## config.mk

```make
export PLATFORM = sky130hd
export DESIGN_NAME = uart_rx_fsm
export DESIGN_NICKNAME = d
export VERILOG_FILES = /design/src/rtl/uart_rx_fsm.sv
export SDC_FILE = /design/constraint.sdc
export NUM_CORES = 1
export LEC_CHECK = 0
export ABC_AREA = 1
export BUFFER_PORTS_ARGS = -buffer_cell sky130_fd_sc_hd__buf_2
export CORE_ASPECT_RATIO = 0.6
export CORE_MARGIN = 2
export CORE_UTILIZATION = 40
export DETAILED_ROUTE_END_ITERATION = 10
export PLACE_DENSITY = 0.68
export RECOVER_POWER = 50
export SKIP_LAST_GASP = 1
export SYNTH_ARGS = -nofsm -noshare
export SYNTH_HDL_FRONTEND = slang
export SYNTH_SLANG_ARGS = --single-unit
```

## constraint.sdc

```tcl
create_clock -name clk -period 3.17 [get_ports clk]
set_input_delay 0.317 -clock clk [delete_from_list [all_inputs] [get_ports clk]]
set_output_delay 0.317 -clock clk [all_outputs]
set_load 0.01 [all_outputs]
```

## src/rtl/uart_rx_fsm.sv

```systemverilog
`default_nettype none
// ============================================================================
//  Module      : uart_rx_fsm
//  Description : UART receive controller. Synchronizes the serial line,
//                detects the start-bit falling edge, drives the external
//                half-baud counter (enable/clear), samples each bit at its
//                middle using the counter's half_ovf tick, assembles the
//                data word LSB first, checks parity and stop bit, and
//                reports each completed frame with a one-cycle valid pulse.
//
//  Ports
//    clk        in   1       system clock (posedge)
//    rst        in   1       asynchronous active-high reset
//    rx         in   1       serial line, asynchronous to clk, idles high
//    half_ovf   in   1       one-cycle half-baud tick from the counter
//    cntr_enb   out  1       half-baud counter enable
//    cntr_clear out  1       half-baud counter clear
//    rx_data    out  DATA_W  last received word, held until the next frame
//    rx_valid   out  1       one-cycle pulse per completed frame
//    parity_err out  1       parity error of the last frame (held)
//    frame_err  out  1       stop bit of the last frame sampled low (held)
//    busy       out  1       high whenever the receiver is not idle
//
//  Revision    : 1.0  initial release
// ============================================================================
module uart_rx_fsm #(
  parameter int DATA_W     = 8,
  parameter int PARITY_EN  = 1,
  parameter int PARITY_ODD = 0
) (
  input  logic              clk,
  input  logic              rst,
  input  logic              rx,
  input  logic              half_ovf,
  output logic              cntr_enb,
  output logic              cntr_clear,
  output logic [DATA_W-1:0] rx_data,
  output logic              rx_valid,
  output logic              parity_err,
  output logic              frame_err,
  output logic              busy
);

  localparam int               IDX_W    = (DATA_W > 1) ? $clog2(DATA_W) : 1;
  localparam logic [IDX_W-1:0] LAST_IDX = IDX_W'(DATA_W - 1);
  localparam logic             PAR_EN   = (PARITY_EN != 0);
  localparam logic             PAR_ODD  = (PARITY_ODD != 0);

  typedef enum logic [2:0] {
    ST_IDLE   = 3'd0,
    ST_START  = 3'd1,
    ST_DATA   = 3'd2,
    ST_PARITY = 3'd3,
    ST_STOP   = 3'd4,
    ST_BREAK  = 3'd5
  } state_t;

  state_t state, state_next;

  // --------------------------------------------------------------------------
  // Input conditioning: 2-flop synchronizer plus a delayed copy for edge
  // detection. All reset high so a line held high never looks like an edge.
  // --------------------------------------------------------------------------
  logic rx_meta;
  logic rx_s;
  logic rx_s_d;
  logic fall;

  always_ff @(posedge clk or posedge rst) begin
    if (rst) begin
      rx_meta <= 1'b1;
      rx_s    <= 1'b1;
      rx_s_d  <= 1'b1;
    end else begin
      rx_meta <= rx;
      rx_s    <= rx_meta;
      rx_s_d  <= rx_s;
    end
  end

  assign fall = ~rx_s & rx_s_d;

  // --------------------------------------------------------------------------
  // Datapath registers
  // --------------------------------------------------------------------------
  logic              ph;          // 0: half-bit point, 1: next tick is mid-bit
  logic [IDX_W-1:0]  bit_idx;
  logic [DATA_W-1:0] shift_reg;
  logic              pe;          // parity error held until the stop bit
  logic              bit_tick;
  logic              sample_data;
  logic              sample_par;
  logic              sample_stop;

  assign bit_tick = half_ovf & ph;

  // Counter runs only while a frame is being timed; held clear otherwise.
  assign cntr_enb   = (state == ST_START) || (state == ST_DATA) ||
                      (state == ST_PARITY) || (state == ST_STOP);
  assign cntr_clear = ~cntr_enb;
  assign busy       = (state != ST_IDLE);

  // --------------------------------------------------------------------------
  // State machine
  // --------------------------------------------------------------------------
  always_ff @(posedge clk or posedge rst) begin
    if (rst) begin
      state <= ST_IDLE;
    end else begin
      state <= state_next;
    end
  end

  always_comb begin
    state_next  = state;
    sample_data = 1'b0;
    sample_par  = 1'b0;
    sample_stop = 1'b0;
    case (state)
      ST_IDLE: begin
        if (fall) begin
          state_next = ST_START;
        end
      end
      ST_START: begin
        // First half tick lands mid start bit; a high line means a glitch.
        if (half_ovf) begin
          state_next = rx_s ? ST_IDLE : ST_DATA;
        end
      end
      ST_DATA: begin
        if (bit_tick) begin
          sample_data = 1'b1;
          if (bit_idx == LAST_IDX) begin
            state_next = PAR_EN ? ST_PARITY : ST_STOP;
          end
        end
      end
      ST_PARITY: begin
        if (bit_tick) begin
          sample_par = 1'b1;
          state_next = ST_STOP;
        end
      end
      ST_STOP: begin
        if (bit_tick) begin
          sample_stop = 1'b1;
          // A low stop bit may be a break; wait for the line to recover.
          state_next  = rx_s ? ST_IDLE : ST_BREAK;
        end
      end
      ST_BREAK: begin
        if (rx_s) begin
          state_next = ST_IDLE;
        end
      end
      default: begin
        state_next = ST_IDLE;
      end
    endcase
  end

  // --------------------------------------------------------------------------
  // Sampling, shifting and output registers
  // --------------------------------------------------------------------------
  always_ff @(posedge clk or posedge rst) begin
    if (rst) begin
      ph         <= 1'b0;
      bit_idx    <= '0;
      shift_reg  <= '0;
      pe         <= 1'b0;
      rx_data    <= '0;
      rx_valid   <= 1'b0;
      parity_err <= 1'b0;
      frame_err  <= 1'b0;
    end else begin
      rx_valid <= 1'b0;

      // Phase restarts with every state so each state counts its own ticks;
      // a tick coinciding with a transition belongs to the exiting state.
      if (state_next != state) begin
        ph <= 1'b0;
      end else if (cntr_enb && half_ovf) begin
        ph <= ~ph;
      end

      if (state != ST_DATA) begin
        bit_idx <= '0;
      end else if (sample_data) begin
        bit_idx <= bit_idx + 1'b1;
      end

      // Shift in at the MSB so the first bit received ends up at bit 0.
      if (sample_data) begin
        shift_reg <= {rx_s, shift_reg[DATA_W-1:1]};
      end

      if (state == ST_START) begin
        pe <= 1'b0;
      end else if (sample_par) begin
        pe <= (^shift_reg) ^ rx_s ^ PAR_ODD;
      end

      if (sample_stop) begin
        rx_data    <= shift_reg;
        parity_err <= PAR_EN & pe;
        frame_err  <= ~rx_s;
        rx_valid   <= 1'b1;
      end
    end
  end

endmodule
`default_nettype wire

```

==> impl_summary.md <==
Detailed routing
In this run, the number of DRC markers left after iteration 0 of detailed routing was 74. Using the TritonRoute via totals, the vias-per-cell ratio works out to 4.525. The sum of met3 wire segment lengths after detailed routing is around 180 um. For this block, the via count after detailed routing is 1163. The first-pass iteration count of the detailed router is 4. The met1 wire length is approximately 1600 um. The sum of met2 wire segment lengths after detailed routing is around 950 um. Dividing the detail-routed wire length by the instance count gives 10.90 um. The final layout contains routed wiring with a total length of 2801 um. The top routing layer in use is met4. In the routed design, unresolved DRC markers number 0. The count of nets left with antenna violations once routing finished came out at 0.

Clock network
The CTS tree is built. For this design, the CTS-stage hold fixing added 0 buffers. The clock transition at the register clock pins on the worst setup and hold paths after CTS is 0.06 ns.

The cell sitting at the root of the clock tree is a sky130_fd_sc_hd__clkbuf_8. At the later pin of the worst-skew pair, clock insertion delay measures just under 0.3 ns. Post-CTS timing repair inserted 0 buffers for setup. The H-tree was split into 2 levels. In this run, post-CTS repair resized a total of 0 instances. In this run, CTS created clock tree buffers numbering 5.

The sink count of the clock tree is 30. The maximum count of clock buffers along a single path is 2.

Floorplan
The boundary pin count is 18. Measured along the y axis, the die boundary spans a little over 50 um. The region available for standard cell placement spans approximately 3600 um2. The floorplan step defined a die boundary enclosing between 4000 and 5000 um2.

The width of the chip is 82.34 um. After floorplanning, the core was divided into 17 placement rows. For this configuration, the core starts out at a cell density of 40.97%.

Critical path
STA classifies the critical path startpoint as a flop. The largest fanout of any net on the critical path is 3. The standard cell with the maximum stage delay on the critical path is sky130_fd_sc_hd__dfrtp_1. Counting stages on the worst path, the most repeated cell is sky130_fd_sc_hd__nor2_1. The worst setup path is of the flop to output port kind. The signal on the critical path passes through nor2_1, nor2_1, nor2_2, inv_2, buf_2. The data required time of the worst path is 2.85 ns. The delay of the slowest cell on the worst path is 0.41 ns. The capturing element type of the critical path is an output port. At the worst endpoint, the arrival time is 1.36 ns.

Global route
In the global route stage, overall resource usage came out at 16.22%. The total overflow reported by the global router is 0. The number of global-route vias before repair was 1035. The global-route wire length before repair is 4885 um. Entering global routing, the biggest net connects 30 pins.

The number of antenna violations at the first check in global routing was 0.

Cells and area
Once layout is done, the placed cells without fillers occupy 1727 um2. The number of antenna diodes in the final layout is 0. The library cells used most frequently in the layout, excluding fill and tap cells, are 62 x sky130_fd_sc_hd__nand2_1, 27 x sky130_fd_sc_hd__dfrtp_1, 22 x sky130_fd_sc_hd__inv_1. The number of nets in the final layout is 215.

The proportion of layout cells with a drive suffix above 1 is ~16%. The library cell used most frequently in the layout, excluding fill and tap cells, is sky130_fd_sc_hd__nand2_1. Relative to the synthesized area, the layout overhead comes to 17.25%.

Power and ir drop
The reported leakage power is 0.0008844 uW. Dividing total power by cell area gives a power density of 736.1 nW/um2. The maximum resistive drop on vdd is around 0.22 mV.

Synthesis
The adder-cell share of the synthesized area is 1.699%. The mapped netlist covers 1473 um2. Summing the areas of all xor and xnor instances in the mapped netlist gives 0.5947% of the synthesized area. The Yosys warning count is 0.

The synthesized netlist devotes 29.65% of its cell area to simple gates. Measured against the total synthesized area, the mux share comes to 0%. The area fraction in compound gates after synthesis is 8.581%.

A synthesized cell averages 7.918 um2. Synthesis produced a netlist whose cell count is about 190. The distinct cell type count of the synthesized netlist is 21. The number of nets produced by synthesis is 192.

The dominant combinational cell family by area after synthesis is simple AND/OR/NAND/NOR gates. Summing the sequential cell areas from Yosys gives 51.23% of the chip area. Counting flops and latches in the post-synthesis netlist gives 30.

Timing
The smallest setup slack after layout is 1.491 ns. For the final routed database, the setup TNS stands at 0 ns. The count of pins over their slew limit is 0. The setup skew after layout is 0.004038 ns. The shortest clock period the worst path allows after layout is approximately 1.7 ns. For the pin with the worst max-slew slack, the measured transition is about 1.1 ns. Setup repair after global routing left no endpoint under its margin. The final hold violation count is 0.

Setup violations remaining at the end of the flow were counted as 0. The highest attainable clock frequency is 0.5957 GHz. The normalized max-slew margin is 27.89%. The post-route fraction of the period consumed by the critical path is 52.95%. The smallest hold slack is 0.1274 ns.

Placed design
After legalization and detailed placement, the total HPWL measured 2110 um. The count of buffers from port buffering is 17. At the end of routability-driven placement, the weighted congestion stood at 0.8433.

The total placed instance area is 1608 um2. Before CTS, the worst setup slack after placement is 1.757 ns.

Flow run
The reported max-cap violation count is 0.

Min path
The worst hold path belongs to the class input pin to flop.

Outcome
The run finished with clean final reports.
==> cell usage after synthesis, drive strengths merged <==
| cell type | instances | area (um2) |
|---|---|---|
| o21bai | 1 | 7.510 |
| nand2 | 69 | 276.5 |
| nand3b | 1 | 7.510 |
| buf | 2 | 16.26 |
| nand4 | 2 | 12.51 |
| nor2 | 14 | 75.07 |
| xnor2 | 1 | 8.760 |
| nand3 | 13 | 65.06 |
| a21oi | 2 | 13.76 |
| inv | 28 | 105.1 |
| dfstp | 3 | 78.83 |
| ha | 2 | 25.02 |
| dfrtp | 27 | 675.7 |
| o21ai | 21 | 105.1 |
==> stage by stage <==
stage / utilization, % / cells / total power (uW)
floorplan: - / 186 / 725.9
global placement: 44.73 / 249 / 806.3
detailed placement: 44.73 / 249 / 809.4
CTS: 48.69 / 257 / 1296
global route: 48.03 / 257 / 1357
finish: 48.03 / 257 / 1271
==> final timing paths <==
path	start	end	slack (ns)	depth (start not counted)
worst max-delay path	state[1]$_DFF_PP0_	cntr_enb	1.49	5
worst min-delay path	rx	rx_meta$_DFF_PP1_	0.13	1
worst max register to register	state[2]$_DFF_PP0_	shift_reg[6]$_DFFE_PP0P_	1.52	6
worst min register to register	rx_meta$_DFF_PP1_	rx_s$_DFF_PP1_	0.36	0
max in group asynchronous	rst	rx_meta$_DFF_PP1_	2.15	3
min in group asynchronous	rst	rx_data[7]$_DFFE_PP0P_	0.30	2
==> worst max-delay path, delay by kind of cell, from the launching register on <==
kind / cells / cell delay [ns]
buffers and inverters: 2 / 0.18
DFF: 1 / 0.41
and+or+nand+nor: 3 / 0.48
==> per-layer routing <==
layer | up-vias | global-route usage [%]
li1 | 626 | -
met1 | 504 | 25.22
met2 | 25 | 19.09
met3 | 8 | 5.830
met4 | 0 | 7.500
met5 | - | 0
==> power by group <==
| part | switching (uW) | leakage (uW) | internal, uW |
|---|---|---|---|
| Combinational | 214 | 0.000410 | 115 |
| Sequential | 35.2 | 0.000403 | 425 |
| Clock | 146 | 0.0000714 | 335 |
==> logic make-up after synthesis <==
kind of cell             Yosys count
buffers and inverters             30
XOR/XNOR                           1
adder cells (fa/ha/maj)            2
AO/OA/AOI/OAI                     24
AND/OR/NAND/NOR                   99
flip-flops                        30
==> layout make-up <==
cell class,count,area (um2)
Clock buffer,6,82.58
Clock inverter,2,60.06
Fill cell,364,1868
Multi-Input combinational cell,126,586.8
Timing Repair Buffer,18,78.83
Sequential cell,30,754.5
Inverter,28,105.1
Tap cell,47,58.81
Power figures use the tool's default switching activity.
